`src/rtl/pwr_down_pkg.sv`:
```
// Shared types and defaults for the reverse-order power-down sequencer.
// Latency: n/a (package only).
// Backpressure: n/a.
package pwr_down_pkg;

   // Encoding is visible on the debug pins, so values are pinned.
   typedef enum logic [1:0] {
      OFF   = 2'd0,
      ON    = 2'd1,
      DRAIN = 2'd2
   } pd_state_e;

   localparam int PD_TMR_W          = 16;
   localparam int PD_NUM_RAILS_DEF  = 6;
   localparam int PD_MIN_DWELL_DEF  = 2;
   localparam int PD_TIMEOUT_DEF    = 330;
   localparam int PD_OFF_HOLD_DEF   = 33;

endpackage

```
`src/rtl/pwr_down_seq_timer.sv`:
```
// Saturating up-counter with synchronous clear, used for step dwell/timeout and OFF hold.
// Latency: count reflects clr/inc one cycle after the edge that samples them.
// Backpressure: none; counter simply stops at MAX.
//
// Ports: clk, rst_n (async active-low), clr (sync clear, wins over inc),
//        inc (count enable), count (current value, saturates at MAX).
module pd_step_timer
   import pwr_down_pkg::*;
#(
   parameter int W   = PD_TMR_W,
   parameter int MAX = 1
) (
   input  logic         clk,
   input  logic         rst_n,
   input  logic         clr,
   input  logic         inc,
   output logic [W-1:0] count
);

   localparam logic [W-1:0] MAX_C = MAX[W-1:0];
   localparam logic [W-1:0] ONE_C = {{(W-1){1'b0}}, 1'b1};

   always_ff @(posedge clk or negedge rst_n) begin
      if (!rst_n) begin
         count <= '0;
      end else if (clr) begin
         count <= '0;
      end else if (inc && (count < MAX_C)) begin
         count <= count + ONE_C;
      end
   end

endmodule

```
`src/rtl/pwr_down_seq.sv`:
```
// Reverse-order power-down sequencer: withdraws per-rail enable permission from the highest rail down.
// Latency: trigger edge clears the top rail's permission; each step takes MIN_DWELL+1 cycles (TIMEOUT+1 if PG sticks).
// Backpressure: a step stalls until the rail's power-good drops or the timeout forces the advance.
//
// Ports: CLK_33K_SUSCLK_PLD_R2 (standby clock), RST_RSMRST_N (async active-low reset),
//        pwr_on_req / fault_in (level requests), rail_pg (per-rail power-good),
//        rail_en_mask (per-rail permission), seq_busy, down_done (pulse),
//        timeout_err (sticky), timeout_rail (first rail that timed out), state_dbg.
module pwr_down_seq
   import pwr_down_pkg::*;
#(
   parameter int NUM_RAILS = PD_NUM_RAILS_DEF,
   parameter int MIN_DWELL = PD_MIN_DWELL_DEF,
   parameter int TIMEOUT   = PD_TIMEOUT_DEF,
   parameter int OFF_HOLD  = PD_OFF_HOLD_DEF
) (
   input  logic                         CLK_33K_SUSCLK_PLD_R2,
   input  logic                         RST_RSMRST_N,
   input  logic                         pwr_on_req,
   input  logic                         fault_in,
   input  logic [NUM_RAILS-1:0]         rail_pg,
   output logic [NUM_RAILS-1:0]         rail_en_mask,
   output logic                         seq_busy,
   output logic                         down_done,
   output logic                         timeout_err,
   output logic [$clog2(NUM_RAILS)-1:0] timeout_rail,
   output logic [1:0]                   state_dbg
);

   localparam int                  IDX_W    = $clog2(NUM_RAILS);
   localparam int                  LAST     = NUM_RAILS - 1;
   localparam logic [IDX_W-1:0]    LAST_IDX = LAST[IDX_W-1:0];
   localparam logic [IDX_W-1:0]    IDX_ONE  = {{(IDX_W-1){1'b0}}, 1'b1};
   localparam logic [PD_TMR_W-1:0] DWELL_C  = MIN_DWELL[PD_TMR_W-1:0];
   localparam logic [PD_TMR_W-1:0] TMO_C    = TIMEOUT[PD_TMR_W-1:0];
   localparam logic [PD_TMR_W-1:0] HOLD_C   = OFF_HOLD[PD_TMR_W-1:0];

   pd_state_e            state;
   logic [IDX_W-1:0]     idx;
   logic [PD_TMR_W-1:0]  step_tmr;
   logic [PD_TMR_W-1:0]  hold_cnt;
   logic                 step_normal;
   logic                 step_tmo;
   logic                 step_adv;

   // Step timer runs only in DRAIN and restarts at each rail; it saturates at
   // TIMEOUT so the forced-advance compare stays an equality.
   pd_step_timer #(.W(PD_TMR_W), .MAX(TIMEOUT)) u_step_tmr (
      .clk   (CLK_33K_SUSCLK_PLD_R2),
      .rst_n (RST_RSMRST_N),
      .clr   ((state != DRAIN) || step_adv),
      .inc   (1'b1),
      .count (step_tmr)
   );

   // Hold counter only accumulates while OFF, so every OFF entry starts from 0.
   pd_step_timer #(.W(PD_TMR_W), .MAX(OFF_HOLD)) u_hold_tmr (
      .clk   (CLK_33K_SUSCLK_PLD_R2),
      .rst_n (RST_RSMRST_N),
      .clr   (state != OFF),
      .inc   (1'b1),
      .count (hold_cnt)
   );

   // A rail whose PG drops exactly as the timer reaches TIMEOUT is treated as
   // a normal step, not an error.
   assign step_normal = (step_tmr >= DWELL_C) && !rail_pg[idx];
   assign step_tmo    = (step_tmr == TMO_C);
   assign step_adv    = step_normal || step_tmo;

   always_ff @(posedge CLK_33K_SUSCLK_PLD_R2 or negedge RST_RSMRST_N) begin
      if (!RST_RSMRST_N) begin
         state        <= OFF;
         idx          <= '0;
         rail_en_mask <= '0;
         seq_busy     <= 1'b0;
         down_done    <= 1'b0;
         timeout_err  <= 1'b0;
         timeout_rail <= '0;
      end else begin
         down_done <= 1'b0;
         case (state)
            OFF: begin
               rail_en_mask <= '0;
               seq_busy     <= 1'b0;
               if (pwr_on_req && !fault_in && (hold_cnt == HOLD_C)) begin
                  state        <= ON;
                  rail_en_mask <= '1;
                  timeout_err  <= 1'b0;
                  timeout_rail <= '0;
               end
            end
            ON: begin
               rail_en_mask <= '1;
               if (!pwr_on_req || fault_in) begin
                  state              <= DRAIN;
                  idx                <= LAST_IDX;
                  rail_en_mask[LAST] <= 1'b0;
                  seq_busy           <= 1'b1;
               end
            end
            DRAIN: begin
               // Requests are ignored here: once started, the drain always finishes.
               if (step_adv) begin
                  if (!step_normal) begin
                     timeout_err <= 1'b1;
                     if (!timeout_err) begin
                        timeout_rail <= idx;
                     end
                  end
                  if (idx == '0) begin
                     state     <= OFF;
                     seq_busy  <= 1'b0;
                     down_done <= 1'b1;
                  end else begin
                     idx                         <= idx - IDX_ONE;
                     rail_en_mask[idx - IDX_ONE] <= 1'b0;
                  end
               end
            end
            default: begin
               state        <= OFF;
               rail_en_mask <= '0;
               seq_busy     <= 1'b0;
            end
         endcase
      end
   end

   assign state_dbg = state;

endmodule

```
`config.mk`:
```
export PLATFORM = sky130hd
export DESIGN_NAME = pwr_down_seq
export DESIGN_NICKNAME = d
export VERILOG_FILES = /design/src/rtl/pwr_down_pkg.sv /design/src/rtl/pwr_down_seq_timer.sv /design/src/rtl/pwr_down_seq.sv
export SDC_FILE = /design/constraint.sdc
export NUM_CORES = 1
export LEC_CHECK = 0
export BUFFER_PORTS_ARGS = -buffer_cell sky130_fd_sc_hd__buf_2
export CAP_MARGIN = 20
export CORE_MARGIN = 2
export CORE_UTILIZATION = 45
export CTS_CLUSTER_SIZE = 24
export DETAILED_ROUTE_END_ITERATION = 8
export GPL_TIMING_DRIVEN = 0
export PLACE_DENSITY = 0.63
export SLEW_MARGIN = 10
export SYNTH_ARGS = -nofsm -noshare
export SYNTH_HDL_FRONTEND = slang
export SYNTH_SLANG_ARGS = --single-unit
```
`constraint.sdc`:
```
create_clock -name CLK_33K_SUSCLK_PLD_R2 -period 3.4 [get_ports CLK_33K_SUSCLK_PLD_R2]
set_clock_uncertainty 0.2 [all_clocks]
set_input_delay 0.34 -clock CLK_33K_SUSCLK_PLD_R2 [delete_from_list [all_inputs] [get_ports CLK_33K_SUSCLK_PLD_R2]]
set_output_delay 0.34 -clock CLK_33K_SUSCLK_PLD_R2 [all_outputs]
set_load 0.03 [all_outputs]
```
[Word-level counts from Yosys, hierarchy flattened]
Index checks and enable logic that the tools add are counted.
Word-level totals
  register bits after elaboration: 49
  input port bits: 10
  output and inout bits: 14
Cells by class
  add/subtract/negate cells: 3
  order comparisons: 6
  equal/unequal tests: 12
  multiplexer cells: 38
  bitwise gates (word level): 2
  reductions and logical operators: 23
Operators with widths (number)
  $mux 16: 4
  $add 16x1->16 const B: 2
  $mux 3: 7
  $mux 6: 3
  $pmux 6 s3: 1
  $eq 16x6->1 const B: 1
  $eq 16x9->1 const B: 1
  $ge 16x2->1 const B: 1
  $lt 16x6->1 const B: 1
  $lt 16x9->1 const B: 1
  $ne 2x2->1 const B: 8
  $mux 1: 12
  $pmux 3 s2: 2
  $reduce_and 4->1: 3
  $reduce_bool 2->1: 5
  $lt 3x4->1 const B: 2
  $mux 2: 4
  $and 6x6->6: 1
  $not 6->6: 1
  $pmux 2 s3: 1
  $reduce_and 5->1: 1
  $logic_and 1x1->1: 4
  $pmux 1 s2: 2
  $bmux 1 s3: 1
  11 further kinds: 15

[Depth between registers and ports, before layout]
Gate-level depths: netlist of the first run.
  word-level depth: 10
  depth in mapped cells: 9
  depth with buffers taken out: 7

[Hierarchy]
A second synthesis of the first run with hierarchy kept.
Second synthesis, totals
  cell total of the unflattened synthesis: 245
  area total of the unflattened synthesis: 2566.2 µm²
Modules (own cells, without submodules)
  pwr_down_seq: instances 1, cells an instance 119, area each 1121.1 µm², sequential area each 425.4 µm²
  pd_step_timer (u_step_tmr): instances 1, cells an instance 69, area each 745.7 µm², sequential area each 400.4 µm²
  pd_step_timer (u_hold_tmr): instances 1, cells an instance 57, area each 699.4 µm², sequential area each 400.4 µm²

[Least setup slack after synthesis of the first run]
Ideal clock, no wire load.
  path type: flip-flop to flip-flop
  from: register state[1], in the netlist state_dbg[1]
  to: register timeout_rail[0]
  data arrival time: 1.774 ns
  setup slack: 1.299 ns
  stages on the path, launching flop included: 7
  path buffers: 2
  clock period less this slack: 2.101 ns
  cell sequence: dfrtp_1 clkbuf_1 nor2b_1 buf_2 nand4b_1 a22oi_4 mux2_1
On the way
  word-level cells in the longest chain between the ends: 3
  elaborated cells between the ends (all ways): 9
  those cells by class: eq/ne (5); mux (1); reduce/logical (3)
RTL lines
  start, declared: RTL line pwr_down_seq.sv:38  | pd_state_e state;
  start signal, assigned: RTL line pwr_down_seq.sv:73  | state <= OFF;
  start signal, assigned: RTL line pwr_down_seq.sv:87  | state <= ON;
  start signal, assigned: RTL line pwr_down_seq.sv:96  | state <= DRAIN;
  $eq 2x2->1 or $logic_not 2->1 (tied branches): RTL line pwr_down_seq.sv:82  | case (state)
  $ne 2x2->1 (no line) or $reduce_bool 2->1 (tied branches)
  $reduce_and 5->1 (no line)
  end signal, assigned: RTL line pwr_down_seq.sv:108  | timeout_rail <= idx;
  end, declared: RTL line pwr_down_seq.sv:26  | output logic [$clog2(NUM_RAILS)-1:0] timeout_rail,
Parallel ways exist; a longest one is shown, timed or not.
A chain may end at the register's enable or synchronous reset.

[Worst setup path after layout of the first run]
  from: register idx[0]
  to: register rail_en_mask[5]
On the way
  word-level cells in the longest chain between the ends: 10
  elaborated cells between the ends (all ways): 20
  those cells by class: add/sub (1); order compare (2); eq/ne (2); mux (7); bitwise (2); reduce/logical (6)
RTL lines
  start, declared: RTL line pwr_down_seq.sv:39  | logic [IDX_W-1:0] idx;
  start signal, assigned: RTL line pwr_down_seq.sv:116  | idx <= idx - IDX_ONE;
  $sub 3x1->3: RTL line pwr_down_seq.sv:117  | rail_en_mask[idx - IDX_ONE] <= 1'b0;
  $lt 3x4->1 (not written as such) or $ge 3x1->1 (tied branches): RTL line pwr_down_seq.sv:117
  $logic_and 1x1->1 (not written as such): RTL line pwr_down_seq.sv:117
  $mux 1 (not written as such): RTL line pwr_down_seq.sv:117
  $demux 1 s3: RTL line pwr_down_seq.sv:117
  $not 6->6 (no line)
  $and 6x6->6 (no line)
  $mux 6: RTL line pwr_down_seq.sv:111  | if (idx == '0) begin
  $mux 6: RTL line pwr_down_seq.sv:104  | if (step_adv) begin
  $pmux 6 s3: RTL line pwr_down_seq.sv:82
  end signal, assigned: RTL line pwr_down_seq.sv:84  | rail_en_mask <= '0;
  end signal, assigned: RTL line pwr_down_seq.sv:88  | rail_en_mask <= '1;
  end signal, assigned by index: RTL line pwr_down_seq.sv:117
  end, declared: RTL line pwr_down_seq.sv:22  | output logic [NUM_RAILS-1:0] rail_en_mask,
Parallel ways exist; a longest one is shown, timed or not. The select of a mux whose other input is x is not followed.

==> results.cfg, run 1 <==
[outcome]
status = finished clean

[clock_tree]
htreeDepth = 2
cts_buffers = 5
cts_setup_buffers = 0
cts.sinks = 49
cts_tree = built
cts-root-buf = clkbuf_8
clock_latency_ns = 0.31
clockBufferDepth = 2
cts.clk_slew.worst_paths_ns = 0.10
cts_resized = 0

[grt]
grt_pass1_wl_um = 9320
met1_usage_pct = 27.5
grt_pass1_vias = 1888
global_route.peak_usage_layer = met1
grt_max_degree = 50
antenna_found_initial = 0
overflow = 0
grt_usage_pct = 18.5
use_met2_pct = 27.3
use_met3_pct = 3.82

[final_layout]
fillers = 506
num-nets-final = 302
drive_gt1_share_pct = 20.3
final_cell_mix = dfrtp_1, buf_2, nor2_1, o21ai_0, inv_1
diodes = 0
final_area_um2 = 2940
final_common_cell = dfrtp_1
syn_to_final_growth_pct = 12.9

[timing]
slew_headroom_pct = 59.1
rsz0062_at_grt = no
fin_crit_ns = 2.31
slew_viol_final = 0
fin_crit_sh_pct = 67.8
max_freq_mhz = 433
finalHoldViolCount = 0
tightestPinTransition_ns = 0.613
setup_violations = 0
tns_ns = 0

[power]
leakage_nw = 1.42
vdd_drop_max_mv = 0.420
pwr_density_cell_nw_per_um2 = 737

[setup_path]
endpoint_kind = register
reg2reg_from = idx[0]
critPathLaunchType = register
reg2reg_depth = 8
cp.arrival_ns = 2.32
crit_start = idx[0]
reg2reg_to = rail_en_mask[5]
path_class = reg2reg
critPathRequiredTime_ns = 3.41
path_max_fanout = 6
critical_path.endpoint = rail_en_mask[5]
rrSetupSlack_ns = 1.09

[synthesis]
synth.distinct_cells = 65
ys_seq_area_share_pct = 47.1
syn_area_per_cell_um2 = 10.3
ys_seq_elements = 49
yosysWarningCount = 0
synth.net_count = 271
async_reset_ff_share_pct = 100
syn_area_um2 = 2600
synthFlopType = dfrtp_1
synth-edff-count = 0
syn_inst = 254

[die]
start_util_pct = 47.0
core_area_um2 = 5540
dieArea_um2 = 6410
die_w_um = 80.1
pin_count = 24
die_y_um = 80.1
row_count = 27

[route]
drc = 0
routedWlPerCell_um = 14.8
wl_um = 5300
ant_nets = 0
dr_total_vias = 1968
via_per_inst = 5.50
drt_first_iter_violations = 126
first_pass_iters = 4

[placement]
dpl-instance-area_um2 = 2810
gp_congestion = 0.795
place_hpwl_um = 3820
portBuffers = 23

[flow_run]
max-cap-violations = 0

[min_path]
hp-class = in2reg
[synth_stat cells, drive strengths merged (3+ instances only)]
cell | number | area, um2
dfrtp | 49 | 1230
nor2 | 25 | 104
o21ai | 16 | 87.6
inv | 12 | 45.0
nand2 | 12 | 47.6
a21oi | 11 | 66.3
and2 | 11 | 68.8
or3 | 11 | 70.1
and3 | 10 | 63.8
nor3 | 9 | 50.1
ha | 7 | 87.6
mux2 | 6 | 67.6
nand3 | 6 | 35.0
o211ai | 6 | 50.1
buf | 5 | 32.5
mux2i | 5 | 50.1
a21boi | 4 | 30.0
clkbuf | 4 | 15.0
nand4 | 4 | 25.0
nor2b | 4 | 25.0
nor4 | 4 | 46.3
xnor2 | 3 | 26.3
[worst min-delay path by stage]
stage | from | to | slack [ns] | depth (start not counted)
after CTS | RST_RSMRST_N | u_step_tmr.count[4] | 0.06 | 1
after detailed placement | rail_en_mask[5] | rail_en_mask[5] | 0.27 | 1
after global placement | timeout_rail[0] | timeout_rail[0] | 0.26 | 1
after global routing | fault_in | state_dbg[0] | 0.22 | 3
after floorplan | RST_RSMRST_N | down_done | -0.16 | 0
final | fault_in | state_dbg[0] | 0.21 | 3
[logic make-up after synthesis]
kind of cell / count (synthesis) / synth area share, %
AOI/OAI and AO/OA: 58 / 16.9
DFF: 49 / 47.1
and+or+nand+nor: 104 / 23.2
xor gates and xnor gates: 4 / 1.35
muxes: 11 / 4.52
adders and majority gates: 7 / 3.36
buffers and inverters: 21 / 3.56
[registers in the layout, summed over array words and instances, names as in the netlist]
signal,flops
idx,3
down_done,1
u_step_tmr.count,16
timeout_rail,3
state_dbg,2
rail_en_mask,6
timeout_err,1
seq_busy,1
u_hold_tmr.count,16
[per-layer routing]
layer / wire length, um / vias to the layer above
met2: 2360 / 35
met4: 68 / 0
met3: 204 / 8
met1: 2660 / 940
met5: 0 / -
li1: - / 985
[worst max-delay path, cell delays in order, from the launching register on]
cell and delay (ns):
dfrtp_1 0.37, buf_4 0.16, inv_1 0.18, ha_1 0.28, xor2_1 0.39, nand2b_1 0.09, o21ai_0 0.16, o21ai_0 0.16
a21o_1 0.21
[repair_timing]
| action | 4_1_cts | 5_1_grt |
|---|---|---|
| endpoints found under the hold margin | 0 | 49 |
| endpoints found under the setup margin | 0 | 0 |
| hold buffers | 0 | 1 |
[where the power goes]
part,internal (mW),switching (mW),leakage [nW],total (mW)
clock network,0.226,0.211,0.0603,0.437
registers,0.670,0.0700,0.661,0.740
logic,0.384,0.605,0.698,0.989
total,1.28,0.886,1.42,2.17
[cell type report]
class                           instances  area [um2]  area share (%)
Buffer                                  9        47.5            1.62
Clock buffer                            5        68.8            2.34
Inverter                               12        45.0            1.53
Multi-Input combinational cell        184        1280            43.7
Tap cell                               72        90.1            3.06
Timing Repair Buffer                   24         128            4.34
Clock inverter                          3        50.0            1.70
Sequential cell                        49        1230            41.7
[metrics by stage]
step	utilization [%]	hold slack (ns)	power, mW	setup slack, ns	instances
2_1_floorplan	-	-0.156	1.50	1.30	254
3_3_place_gp	50.7	0.265	1.73	1.12	349
3_5_place_dp	50.7	0.269	1.74	1.14	349
4_1_cts	52.8	0.0621	2.18	1.11	357
5_1_grt	53.1	0.223	2.33	0.983	358
6_report	53.1	0.211	2.17	1.09	358
No activity file was read; power rests on OpenSTA's default activity.
==> run 2, diff against run 1 <==
PLACE_DENSITY = 0.66   (was 0.63)
clock period = 1.9 ns   (was 3.4 ns; I/O delays follow)
==> results.cfg, run 2 (synthesis gave the netlist of run 1 again) <==
[final_layout]
final_cell_mix = dfrtp_1, nor2_1, buf_2, buf_4, o21ai_0
fin_cells = 377
syn_to_final_growth_pct = 30.3
drive_gt1_share_pct = 37.0
reg_top3 = u_hold_tmr.count x16, u_step_tmr.count x16, rail_en_mask x6
fillers = 435
final_common_cell = dfrtp_1
final_area_um2 = 3390
diodes = 0
num-nets-final = 321

[timing]
rsz0062_at_grt = yes
finalHoldWorstSlack_ns = 0.0498
max_freq_mhz = 466
fin_crit_sh_pct = 113
slew_headroom_pct = 58.9
fin_ws_ns = -0.246
fin_crit_ns = 2.15
setup_violations = 30
finalHoldViolCount = 0
slew_viol_final = 0
tightestPinTransition_ns = 0.616

[power]
leakage_nw = 1.60
vdd_drop_max_mv = 0.864
pwr_density_cell_nw_per_um2 = 1420

[route]
drc = 0
via_per_inst = 5.56
ant_nets = 0
drt_first_iter_violations = 96
routedWlPerCell_um = 15.7
first_pass_iters = 7
wl_um = 5930
dr_total_vias = 2098

[setup_path]
cp.arrival_ns = 2.15
path_class = reg2reg
crit_chain = nor4_4 > nand3_4 > o21a_4 > a22oi_4 > mux2_4
endpoint_kind = register
critPathLaunchType = register
path_max_fanout = 5
critPathRequiredTime_ns = 1.91
slowest_stage = dfrtp_2
slowest_delay_ns = 0.46

[die]
die_y_um = 80.1
die_w_um = 80.1
row_count = 27
dieArea_um2 = 6410
core_area_um2 = 5540
start_util_pct = 47.0
pin_count = 24

[clock_tree]
htreeDepth = 2
cts_buffers = 5
cts_tree = built
cts.clk_slew.worst_paths_ns = 0.10
clock_latency_ns = 0.31
clockBufferDepth = 2
cts.sinks = 49
cts-root-buf = clkbuf_8

[grt]
grt_max_degree = 50
grt_pass1_wl_um = 9800
overflow = 0
antenna_found_initial = 0
grt_usage_pct = 19.6
grt_pass1_vias = 2005

[outcome]
violations = setup timing
status = finished, violations left

[placement]
dpl-instance-area_um2 = 2830
portBuffers = 23
gp_congestion = 0.828
place_hpwl_um = 3770
place_inst = 349
dp_slack_ns = -0.340

[min_path]
hp-class = in2reg

[flow_run]
max-cap-violations = 0
## run 2: stage by stage
step	setup TNS, ns	total power [mW]	util [%]
global route	-6.34	5.11	61.2
CTS	-3.61	4.45	57.4
floorplan	-0.772	2.76	-
finish	-3.63	4.82	61.2
detailed placement	-6.64	3.17	51.0
global placement	-6.73	3.15	51.0
## run 2: path summary, 6_finish.rpt
| path | start | end | slack [ns] | depth (start not counted) |
|---|---|---|---|---|
| min in group asynchronous | RST_RSMRST_N | u_step_tmr.count[3] | 0.23 | 2 |
| max in group asynchronous | RST_RSMRST_N | u_step_tmr.count[0] | 0.84 | 2 |
| max reg2reg | u_step_tmr.count[2] | timeout_rail[1] | -0.25 | 5 |
| min reg2reg | rail_en_mask[3] | rail_en_mask[3] | 0.29 | 1 |
| max | u_step_tmr.count[2] | timeout_rail[1] | -0.25 | 5 |
| min | fault_in | state_dbg[0] | 0.05 | 3 |
## run 2: where the power goes
| part | internal (mW) | leakage (nW) | total, mW | switching, mW |
|---|---|---|---|---|
| Combinational | 1.31 | 0.887 | 2.71 | 1.39 |
| Clock | 0.402 | 0.0591 | 0.794 | 0.391 |
| Sequential | 1.20 | 0.653 | 1.32 | 0.120 |
| Total | 2.92 | 1.60 | 4.82 | 1.91 |
## run 2: critical path: cells and delay by family, from the launching register on
| kind | cells | cell delay (ns) |
|---|---|---|
| and+or+nand+nor | 2 | 0.56 |
| AOI/OAI and AO/OA | 2 | 0.51 |
| DFF | 1 | 0.46 |
| muxes | 1 | 0.32 |
## run 2: metal layers
| metal | track usage (%) | wire length [um] |
|---|---|---|
| met3 | 3.26 | 228 |
| met4 | 5.59 | 71 |
| met5 | 0 | 0 |
| met2 | 32.2 | 2910 |
| met1 | 26.9 | 2720 |
## run 2: cell type report
cell class                      instances  area (um2)  share of cell area [%]
Buffer                                  8        62.6                    1.84
Timing Repair Buffer                   44         303                    8.92
Multi-Input combinational cell        184        1540                    45.4
Tap cell                               72        90.1                    2.65
Sequential cell                        49        1230                    36.4
Inverter                               12        48.8                    1.44
Clock buffer                            5        68.8                    2.03
Clock inverter                          3        47.5                    1.40
## run 2: timing repair
item | CTS | global route
cloned | 0 | 1
endpoints found under the hold margin | 49 | 0
hold buffers | 1 | 0
gates resized for setup | 26 | 33
endpoints found under the setup margin | 36 | 38
setup buffers | 11 | 8
pin swaps | 8 | 10
